<file path="src/rtl/adder_share_arbiter_if.sv">
// Requester and response bundle for adder_share_arbiter.
// Defining ADDER_ARB_CHAIN_EN adds the per-requester req_chain lane.
interface adder_share_arbiter_if #(
  parameter int NUM_REQ = 2,
  parameter int ID_W    = 1
);
  logic [NUM_REQ-1:0]    req_valid;
  logic [NUM_REQ-1:0]    req_ready;
  logic [NUM_REQ*32-1:0] req_a;
  logic [NUM_REQ*32-1:0] req_b;
  logic [NUM_REQ-1:0]    req_sub;
  logic [NUM_REQ-1:0]    req_cin;
`ifdef ADDER_ARB_CHAIN_EN
  logic [NUM_REQ-1:0]    req_chain;
`endif
  logic                  rsp_valid;
  logic                  rsp_ready;
  logic [ID_W-1:0]       rsp_id;
  logic [31:0]           rsp_sum;
  logic                  rsp_cout;
  logic                  rsp_ovf;

`ifdef ADDER_ARB_CHAIN_EN
  modport master (
    output req_valid, req_a, req_b, req_sub, req_cin, req_chain, rsp_ready,
    input  req_ready, rsp_valid, rsp_id, rsp_sum, rsp_cout, rsp_ovf
  );
  modport slave (
    input  req_valid, req_a, req_b, req_sub, req_cin, req_chain, rsp_ready,
    output req_ready, rsp_valid, rsp_id, rsp_sum, rsp_cout, rsp_ovf
  );
`else
  modport master (
    output req_valid, req_a, req_b, req_sub, req_cin, rsp_ready,
    input  req_ready, rsp_valid, rsp_id, rsp_sum, rsp_cout, rsp_ovf
  );
  modport slave (
    input  req_valid, req_a, req_b, req_sub, req_cin, rsp_ready,
    output req_ready, rsp_valid, rsp_id, rsp_sum, rsp_cout, rsp_ovf
  );
`endif
endinterface

</file>
<file path="src/rtl/adder_share_arbiter.sv">
// Round-robin share of one external 32-bit adder with a one-entry response register.
// Optional carry chaining for multi-word adds is enabled by ADDER_ARB_CHAIN_EN.
module adder_share_arbiter #(
  parameter int NUM_REQ = 2,
  parameter int ID_W    = 1
) (
  input  logic                 clk,
  input  logic                 rst,
  adder_share_arbiter_if.slave bus,
  output logic [31:0]          add_a,
  output logic [31:0]          add_b,
  output logic                 add_cin,
  input  logic [31:0]          add_out,
  input  logic                 add_cout
);
  localparam int DATA_W = 32;

  function automatic logic f_ovf(input logic signed [DATA_W-1:0] a,
                                 input logic signed [DATA_W-1:0] b,
                                 input logic signed [DATA_W-1:0] s);
    return (a[DATA_W-1] == b[DATA_W-1]) && (s[DATA_W-1] != a[DATA_W-1]);
  endfunction

  logic [ID_W-1:0]   r_ptr;
  logic              r_vld_p1;
  logic [ID_W-1:0]   r_id_p1;
  logic [DATA_W-1:0] r_sum_p1;
  logic              r_cout_p1;
  logic              r_ovf_p1;
`ifdef ADDER_ARB_CHAIN_EN
  logic [NUM_REQ-1:0] r_carry;
`endif

  logic               w_can_acc;
  logic [NUM_REQ-1:0] w_req;
  logic [NUM_REQ-1:0] w_upper;
  logic [NUM_REQ-1:0] w_hi;
  logic [NUM_REQ-1:0] w_cand;
  logic [NUM_REQ-1:0] w_gnt;
  logic               w_hit;
  logic [ID_W-1:0]    w_win;
  logic [ID_W-1:0]    w_ptr_nxt;
  logic [DATA_W-1:0]  w_a;
  logic [DATA_W-1:0]  w_b;
  logic               w_sub;
  logic               w_cin;
  logic               w_chain;

  // Stage p0: grant and operand mux (combinational, same cycle as the adder)
  always_comb begin
    w_can_acc = !r_vld_p1 || bus.rsp_ready;
    w_req     = (w_can_acc && !rst) ? bus.req_valid : '0;
    w_upper   = '0;
    for (int j = 0; j < NUM_REQ; j++) begin
      w_upper[j] = (j >= int'(r_ptr));
    end
    w_hi    = w_req & w_upper;
    // Requests at or above the pointer take priority; otherwise wrap to index 0.
    w_cand  = (|w_hi) ? w_hi : w_req;
    w_gnt   = '0;
    w_hit   = 1'b0;
    w_win   = '0;
    w_a     = '0;
    w_b     = '0;
    w_sub   = 1'b0;
    w_cin   = 1'b0;
    w_chain = 1'b0;
    for (int j = 0; j < NUM_REQ; j++) begin
      if (!w_hit && w_cand[j]) begin
        w_hit    = 1'b1;
        w_gnt[j] = 1'b1;
        w_win    = ID_W'(j);
        w_a      = bus.req_a[j*DATA_W +: DATA_W];
        w_b      = bus.req_b[j*DATA_W +: DATA_W];
        w_sub    = bus.req_sub[j];
        w_cin    = bus.req_sub[j] ? 1'b1 : bus.req_cin[j];
`ifdef ADDER_ARB_CHAIN_EN
        w_chain  = bus.req_chain[j];
        if (bus.req_chain[j]) begin
          w_cin = r_carry[j];
        end
`endif
      end
    end
  end

  assign add_a   = w_a;
  assign add_b   = w_sub ? ~w_b : w_b;
  assign add_cin = w_cin;

  always_comb begin
    if (w_chain) begin
      w_ptr_nxt = w_win;
    end else if (w_win == ID_W'(NUM_REQ-1)) begin
      w_ptr_nxt = '0;
    end else begin
      w_ptr_nxt = w_win + ID_W'(1);
    end
  end

  // Stage p1: response register
  always_ff @(posedge clk or posedge rst) begin
    if (rst) begin
      r_ptr     <= '0;
      r_vld_p1  <= 1'b0;
      r_id_p1   <= '0;
      r_sum_p1  <= '0;
      r_cout_p1 <= 1'b0;
      r_ovf_p1  <= 1'b0;
    end else if (w_hit) begin
      r_ptr     <= w_ptr_nxt;
      r_vld_p1  <= 1'b1;
      r_id_p1   <= w_win;
      r_sum_p1  <= add_out;
      r_cout_p1 <= add_cout;
      r_ovf_p1  <= f_ovf(add_a, add_b, add_out);
    end else if (bus.rsp_ready) begin
      r_vld_p1  <= 1'b0;
    end
  end

`ifdef ADDER_ARB_CHAIN_EN
  always_ff @(posedge clk or posedge rst) begin
    if (rst) begin
      r_carry <= '0;
    end else begin
      for (int j = 0; j < NUM_REQ; j++) begin
        if (w_gnt[j]) begin
          r_carry[j] <= add_cout;
        end
      end
    end
  end
`endif

  assign bus.req_ready = w_gnt;
  assign bus.rsp_valid = r_vld_p1;
  assign bus.rsp_id    = r_id_p1;
  assign bus.rsp_sum   = r_sum_p1;
  assign bus.rsp_cout  = r_cout_p1;
  assign bus.rsp_ovf   = r_ovf_p1;

endmodule

</file>
<file path="src/flat_wrapper.sv">
// flat-port wrapper written by rule: the top's interface ports become plain ports
module adder_share_arbiter_flat 
#(
  parameter int NUM_REQ = 2,
  parameter int ID_W    = 1
)
  (clk, rst, add_a, add_b, add_cin, add_out, add_cout, bus_req_valid, bus_req_a, bus_req_b, bus_req_sub, bus_req_cin, bus_rsp_ready, bus_req_ready, bus_rsp_valid, bus_rsp_id, bus_rsp_sum, bus_rsp_cout, bus_rsp_ovf);
  adder_share_arbiter_if #(.NUM_REQ(NUM_REQ), .ID_W(ID_W)) bus_i ();
  input  logic clk;
  input  logic rst;
  output logic [31:0] add_a;
  output logic [31:0] add_b;
  output logic add_cin;
  input  logic [31:0] add_out;
  input  logic add_cout;
  input wire logic [$bits(bus_i.req_valid)-1:0] bus_req_valid;
  input wire logic [$bits(bus_i.req_a)-1:0] bus_req_a;
  input wire logic [$bits(bus_i.req_b)-1:0] bus_req_b;
  input wire logic [$bits(bus_i.req_sub)-1:0] bus_req_sub;
  input wire logic [$bits(bus_i.req_cin)-1:0] bus_req_cin;
  input wire logic [$bits(bus_i.rsp_ready)-1:0] bus_rsp_ready;
  output wire logic [$bits(bus_i.req_ready)-1:0] bus_req_ready;
  output wire logic [$bits(bus_i.rsp_valid)-1:0] bus_rsp_valid;
  output wire logic [$bits(bus_i.rsp_id)-1:0] bus_rsp_id;
  output wire logic [$bits(bus_i.rsp_sum)-1:0] bus_rsp_sum;
  output wire logic [$bits(bus_i.rsp_cout)-1:0] bus_rsp_cout;
  output wire logic [$bits(bus_i.rsp_ovf)-1:0] bus_rsp_ovf;
  assign bus_i.req_valid = bus_req_valid;
  assign bus_i.req_a = bus_req_a;
  assign bus_i.req_b = bus_req_b;
  assign bus_i.req_sub = bus_req_sub;
  assign bus_i.req_cin = bus_req_cin;
  assign bus_i.rsp_ready = bus_rsp_ready;
  assign bus_req_ready = bus_i.req_ready;
  assign bus_rsp_valid = bus_i.rsp_valid;
  assign bus_rsp_id = bus_i.rsp_id;
  assign bus_rsp_sum = bus_i.rsp_sum;
  assign bus_rsp_cout = bus_i.rsp_cout;
  assign bus_rsp_ovf = bus_i.rsp_ovf;
  adder_share_arbiter #(.NUM_REQ(NUM_REQ), .ID_W(ID_W)) u_core (.clk(clk), .rst(rst), .bus(bus_i), .add_a(add_a), .add_b(add_b), .add_cin(add_cin), .add_out(add_out), .add_cout(add_cout));
endmodule
</file>
<file path="config.mk">
export PLATFORM = sky130hd
export DESIGN_NAME = adder_share_arbiter_flat
export DESIGN_NICKNAME = d
export VERILOG_FILES = /design/src/rtl/adder_share_arbiter_if.sv /design/src/rtl/adder_share_arbiter.sv /design/src/flat_wrapper.sv
export SDC_FILE = /design/constraint.sdc
export NUM_CORES = 1
export LEC_CHECK = 0
export ABC_AREA = 1
export CELL_PAD_IN_SITES_DETAIL_PLACEMENT = 0
export CELL_PAD_IN_SITES_GLOBAL_PLACEMENT = 2
export CORE_ASPECT_RATIO = 1.2
export CORE_MARGIN = 2
export CORE_UTILIZATION = 13
export CTS_CLUSTER_SIZE = 40
export DETAILED_ROUTE_END_ITERATION = 12
export PLACE_DENSITY_LB_ADDON = 0.1
export SYNTH_ARGS = -nofsm -noshare
export SYNTH_HDL_FRONTEND = slang
export SYNTH_SLANG_ARGS = --single-unit
</file>
<file path="constraint.sdc">
create_clock -name clk -period 2.9 [get_ports clk]
set_input_delay 0.58 -clock clk [delete_from_list [all_inputs] [get_ports clk]]
set_output_delay 0.58 -clock clk [all_outputs]
set_load 0.02 [all_outputs]
</file>
# ---- Word level (Yosys, flattened, before mapping)
# Cells that the tools add are included.
dict set report totals {
  latchBits 0
  ram_bits 0
  mem_count 0
  word_cells 40
  register_bits 37
  mem_bits_ro 0
}
dict set report classes {
  mux 19
  reduce_logical 9
  mul 0
  n_bitwise 2
  n_lt_le_gt_ge 1
  shifts 0
  n_div 0
  n_eq_ne 2
  addsub 1
}
# op n
set ops {}
lappend ops {{32-bit two-way mux} 5}
lappend ops {{32-bit NOT} 1}
lappend ops {{1-bit two-way mux} 12}
lappend ops {{2-bit two-way mux} 2}
lappend ops {{1-bit logical AND} 3}
lappend ops {{1-bit zero test} 3}
lappend ops {{2-bit AND} 1}
lappend ops {{2-bit nonzero test} 1}
lappend ops {{2-bit OR reduction} 1}
lappend ops {{1-bit adder, second input constant} 1}
lappend ops {{1-bit equality test} 1}
lappend ops {{1-bit >= comparator, first input constant} 1}
lappend ops {{1-bit logical OR} 1}
lappend ops {{1-bit != test} 1}

# ---- Longest topological paths before layout
dict set report logic_depth {
  depth_word 15
  ltp_mapped 11
  mapped_depth_nobuf 11
}

# ---- Worst setup path after synthesis
# No wires, ideal clock.
dict set report synth_path {
  path_type {input port to output port}
  start {input port rst}
  end {output port add_b[10]}
  path_stages 8
  path_slack_ps 125
  t_arrival_ps 2195
  required_ps 2320
  path_cell_list {inv_2 > nand3_2 > inv_2 > nand2_1 > inv_2 > buf_2 > a22oi_1 > xor2_1}
}
dict set report synth_between {
  elab_chain_len 12
  word_cells_on_any_way 15
}
# element line_no
set synth_lines {}
lappend synth_lines {{start, declared} flat_wrapper.sv:10} ;# input logic rst;
lappend synth_lines {{1-bit zero test (*)} adder_share_arbiter.sv:52} ;# w_req = (w_can_acc && !rst) ? bus.req_valid : '0;
lappend synth_lines {{1-bit logical AND (*)} adder_share_arbiter.sv:52}
lappend synth_lines {{2-bit two-way mux (*)} adder_share_arbiter.sv:52}
lappend synth_lines {{2-bit AND} adder_share_arbiter.sv:57} ;# w_hi = w_req & w_upper;
lappend synth_lines {{2-bit OR reduction} adder_share_arbiter.sv:59} ;# w_cand = (|w_hi) ? w_hi : w_req;
lappend synth_lines {{2-bit two-way mux (*)} adder_share_arbiter.sv:59}
lappend synth_lines {{1-bit two-way mux} adder_share_arbiter.sv:69} ;# if (!w_hit && w_cand[j]) begin
lappend synth_lines {{1-bit zero test} adder_share_arbiter.sv:69}
lappend synth_lines {{1-bit logical AND} adder_share_arbiter.sv:69}
lappend synth_lines {{32-bit two-way mux} adder_share_arbiter.sv:69}
lappend synth_lines {{32-bit NOT} adder_share_arbiter.sv:88} ;# assign add_b = w_sub ? ~w_b : w_b;
lappend synth_lines {{32-bit two-way mux (*)} adder_share_arbiter.sv:88}
lappend synth_lines {{end, declared} flat_wrapper.sv:12} ;# output logic [31:0] add_b;
# Every way passes the cells marked *; elsewhere a longest branch is shown, timed or not.

# ---- Worst setup path in the final report
dict set report layout_path {
  start {input port bus_rsp_ready}
  end {output port add_a[30]}
}
dict set report layout_between {
  elab_chain_len 10
  word_cells_on_any_way 11
}
# element line_no
set layout_lines {}
lappend layout_lines {{start, declared} flat_wrapper.sv:21} ;# input wire logic [$bits(bus_i.rsp_ready)-1:0] bus_rsp_ready;
lappend layout_lines {{1-bit logical OR (*)} adder_share_arbiter.sv:51} ;# w_can_acc = !r_vld_p1 || bus.rsp_ready;
lappend layout_lines {{1-bit logical AND (*)} adder_share_arbiter.sv:52}
lappend layout_lines {{2-bit two-way mux (*)} adder_share_arbiter.sv:52}
lappend layout_lines {{2-bit AND} adder_share_arbiter.sv:57}
lappend layout_lines {{2-bit OR reduction} adder_share_arbiter.sv:59}
lappend layout_lines {{2-bit two-way mux (*)} adder_share_arbiter.sv:59}
lappend layout_lines {{1-bit two-way mux} adder_share_arbiter.sv:69}
lappend layout_lines {{1-bit zero test} adder_share_arbiter.sv:69}
lappend layout_lines {{1-bit logical AND} adder_share_arbiter.sv:69}
lappend layout_lines {{32-bit two-way mux (*)} adder_share_arbiter.sv:69}
lappend layout_lines {{end, declared} flat_wrapper.sv:11} ;# output logic [31:0] add_a;
# Marked as above.

==> impl_results.md <==
* Reg2Reg Depth at 10
* Post-DR vias/cell at a little under 4
* Library cells used by synthesis at 20
* CP Data Arrival Time at ~2.2 ns
* Clock Skews at roughly 0.0032 ns
* GP Congestion at between 0.7 and 0.8
* Setup TNS at 0 ns
* DRC at 0
* Port Buffers at 272
* Fin. max-slew vios at 0
* Global-route wire length before repair at around 20 mm
* Crit path from: bus_rsp_ready
* Largest net degree at the start of global routing at 38
* Crit path largest cell delay at around 0.45 ns
* Final setup viols at 0
* RSZ-0062 raised after global routing: yes
* Layout cells sized above 1 at 0.205
* Crit path required time at about 2.3 ns
* Min-delay worst type: primary input to async pin
* #FFs+latches synth at 37
* Slew HR at 0.663
* Avg Inst Size Synth at between 8 and 9 sq um
* GRT Util Overall at 0.130
* I/O pin total at between 200 and 300
* CP cell instances: clkdlybuf4s50_1, inv_1, nand2_2, nand3_2, inv_2, nand2_2, inv_2, buf_12, buf_4, a22o_1, clkdlybuf4s15_1
* Vias in the first global route at 3359
* DR WL/cell at approximately 16 microns
* DPL Wire Length at about 11 mm
* Initial antenna violation count at 5
* Pwr Total at around 0.0025 W
* Measured slew at the worst slew-check pin at 0.505 ns
* Max Clock Freq at about 360 MHz
* Layout area overhead at 133%
* Remaining antenna violation count at 0
* Final setup margin at ~0.095 ns
* Core area at approximately 19000 sq um
* Worst IR drop on VDD at 0.353 mV
* R2r endpoint: u_core.bus.rsp_sum[10]$_DFFE_PP0P_
* Synth warn at 0
* Buffer depth of the longest clock path at 2
* DR pass1 iterations at 4
* Final hold vios at 0
* Worst R2R Start: u_core.r_ptr$_DFFE_PP0P_
* Synthesized area at roughly 2500 sq um
* Post-synthesis sequential area ratio at 0.374
* CTS tree: built
* CTS buffer count at 5
* CP startpoint kind: primary input
* Starting density of the core at 0.132
* WS Path Type: primary input to output pin
* Final nets at between 700 and 800
* Setup crit end kind: output pin
* Syn Inst Count at 304
* Pre-CTS setup slack at -0.432 ns
* Max Cap Viol at 0
* Die X at between 100 and 150 microns
* Post-Route WL at about 14 mm
* Reg2reg setup slack at 1.22 ns
* Worst Path Max Fanout at 18
* CTS Root Cell: clkbuf_16
* Final period util at 0.967
* Vert. Die Dim at between 150 and 200 microns
* Outcome: finished, final reports clean
* Post-layout minimum cycle time at 2.81 ns
* Die ar. at 20100 sq um
* First DRT Iteration DRCs at a little under 80
* Clk Latency, worst-skew pair at between 0.2 and 0.3 ns
* Fin util at 0.307
* Syn nets at 474
* Clock transition at path regs at approximately 0.06 ns
* Via count at 3301
* Core Rows at 55
* CTS Sinks at 37
* Slowest cell on crit path: clkdlybuf4s50_1
* Grt ovf at 0
* H-Tree Depth at 2
* Pleak at 2.58 nW
* Pwr dens at between 400 and 500 nW/um^2
## cell type report
type	instances	area, sq um
Clock inverter	1	5.00
Multi-Input combinational cell	232	1400
Antenna cell	2	5.00
Tap cell	256	320
Sequential cell	37	926
Clock buffer	5	125
Fill cell	2022	13000
Inverter	12	45.0
Timing Repair Buffer	309	2940
## what timing repair did
item                       CTS  global route
hold buffers                 0             0
setup endpoints to repair   64            62
pin swaps                    1             1
gates cloned                 2             0
resized for setup          205            54
setup buffers                2             0
## sequential cells by signal, indices dropped and copies added, names as in the netlist
name and flops:
u_core.bus.rsp_sum 32, u_core.bus.rsp_cout 1, u_core.bus.rsp_id 1, u_core.bus.rsp_ovf 1
u_core.bus.rsp_valid 1, u_core.r_ptr 1
## where the power goes
part / switching, W / leakage (nW) / internal, W / total (W)
Clock: 0.000213 / 0.0655 / 0.000307 / 0.000520
Combinational: 0.000644 / 2.07 / 0.000666 / 0.00131
Sequential: 0.0000599 / 0.454 / 0.000624 / 0.000684
## cell families after synthesis
logic type / count (synthesis) / synth area share
AO/OA/AOI/OAI: 66 / 0.212
XOR/XNOR: 31 / 0.110
flip-flops: 37 / 0.374
AND/OR/NAND/NOR: 135 / 0.225
buffers and inverters: 35 / 0.0784
## Yosys cell counts (all sizes together)
library cell,number,area (sq um)
nand2,119,449
dfrtp,37,926
a22o,31,272
a22oi,31,233
xor2,31,272
buf,20,138
inv,12,45.0
nand3,8,45.0
nor2,5,41.3
o21ai,4,20.0
clkbuf,3,11.3
nor3,2,15.0
nand4,1,6.26
## cells in the final DEF (no fill, tap or decap), types with 7 or more instances in the layout
cell type and count:
a22o_1 31, a22oi_1 26, buf_12 7, buf_2 33, buf_4 33, clkdlybuf4s15_2 11, clkdlybuf4s50_1 203, dfrtp_1 37
inv_1 8, nand2_1 114, nand3_1 7, xor2_1 30
## worst max-delay path by stage
stage	end
final	add_a[30]
after global routing	add_b[16]
after CTS	add_a[12]
after detailed placement	add_a[17]
after global placement	add_a[17]
after floorplan	add_b[10]
## critical path: cells and delay by family
kind                   cells  cell delay, ns
buffers and inverters      7            1.27
AND/OR/NAND/NOR            3            0.23
AO/OA/AOI/OAI              1            0.12
## through the flow
step                instances  instance area [sq um]  hold WS, ns
floorplan                 304                   2470        0.442
detailed placement        842                   5680        0.464
finish                    854                   5770        0.301
global placement          842                   5680        0.455
global route              852                   5770        0.314
CTS                       852                   5810        0.481
## layer usage
layer | vias to the layer above | GRT usage | wire, microns
met1 | 1473 | 0.136 | 4980
met2 | 191 | 0.231 | 6690
met4 | 4 | 0.0333 | 209
li1 | 1613 | - | -
met3 | 20 | 0.0602 | 1790
met5 | - | 0 | 27
No activity file was read; power rests on OpenSTA's default activity.
==> patch, RTL diff (config.mk and constraints unchanged) <==
`NUM_REQ` is set to 2 in 3 places; all go to 1.
--- a/src/rtl/adder_share_arbiter_if.sv
+++ b/src/rtl/adder_share_arbiter_if.sv
@@ -3,3 +3,3 @@
 interface adder_share_arbiter_if #(
-  parameter int NUM_REQ = 2,
+  parameter int NUM_REQ = 1,
   parameter int ID_W    = 1
--- a/src/rtl/adder_share_arbiter.sv
+++ b/src/rtl/adder_share_arbiter.sv
@@ -3,3 +3,3 @@
 module adder_share_arbiter #(
-  parameter int NUM_REQ = 2,
+  parameter int NUM_REQ = 1,
   parameter int ID_W    = 1
--- a/src/flat_wrapper.sv
+++ b/src/flat_wrapper.sv
@@ -3,3 +3,3 @@
 #(
-  parameter int NUM_REQ = 2,
+  parameter int NUM_REQ = 1,
   parameter int ID_W    = 1
Interface: changed (6 resized); port bits go from 273 to 205. No check against the original RTL was run, so the function may have changed too.
==> patch against the original RTL <==
- worst setup slack worse by 0.026 ns
- wire length is 34% lower
- power decreased by 24%
- fmax decreased by 0.91%
- clock power grew 2%
- area after synthesis is 11% lower
- design area is 19% lower
- sequential cell count decreased by 2
==> patch: results (changes against the original RTL) <==
grt:
  grt_use_met3_pct: 3.789  # -2.2 points
  grt_pass1_wl_um: 13310  # -32%
  grt_max_degree: 45  # +18%
  antenna_found_initial: 0  # -5
route:
  wirelength_um: 9085  # -34%
  wl_met1_um: 3792  # -24%
  drt_iter0_markers: 60  # -23%
  wl_met2_um: 4105  # -39%
synth:
  synth_cells: 302  # -0.66%
  seq_area_frac_synth_pct: 39.91  # +2.5 points
place:
  placed_area_um2: 4468  # -21%
  port_buffers: 203  # -25%
  dp_hpwl_um: 6898  # -36%
  dp.cells: 712  # -15%
  place.gp.congestion: 0.6600  # -8.2%
layout:
  clock_cell_area_share_pct: 2.929  # +0.67 points
  post-route-util_pct: 28.10  # -2.6 points
  multi_input_cells: 210  # -9.5%
  final-seq-area_um2: 875.8  # -5.4%
  n_all_buffers: 212  # -31%
critical_path:
  path_max_fanout: 44  # +26
  ff2ff_path_depth: 8  # -2
  cp_data_arrival_time_ns: 2.25  # +0.02 ns
run_status:
  status: "complete, no violations"
pwr:
  seqPwrFrac_pct: 31.9  # +4.7 points
  p_leak_nw: 2.721  # +5.3%
  combPwrFrac_pct: 40.4  # -12 points
  ir_drop_uv: 247.6  # -30%
clock_network:
  postCtsSetupBuffers: 0  # -2
die:
  taps: 216  # -16%
patch: cell families (layout without fill, tap and decap cells):
group,count (synthesis),in the layout,synth area share [%]
AO/OA/AOI/OAI,3,3,0.6840
flip-flops,35,35,39.91
AND/OR/NAND/NOR,175,175,34.78
XOR/XNOR,31,31,12.37
buffers and inverters,57,259,12.09
other,1,1,0.1709
patch: path summary, 6_finish.rpt:
kind,startpoint,end,slack (ns)
hold reg to reg,u_core.bus.rsp_sum[28]$_DFFE_PP0N_,u_core.bus.rsp_sum[28]$_DFFE_PP0N_,0.47
setup reg to reg,u_core.bus.rsp_valid$_DFFE_PP0P_,u_core.bus.rsp_ovf$_DFFE_PP0N_,1.42
min in group asynchronous,rst,u_core.bus.rsp_sum[31]$_DFFE_PP0N_,0.81
hold / removal,u_core.bus.rsp_sum[28]$_DFFE_PP0N_,u_core.bus.rsp_sum[28]$_DFFE_PP0N_,0.47
setup / recovery,rst,add_a[21],0.07
max in group asynchronous,rst,u_core.bus.rsp_sum[29]$_DFFE_PP0N_,1.74
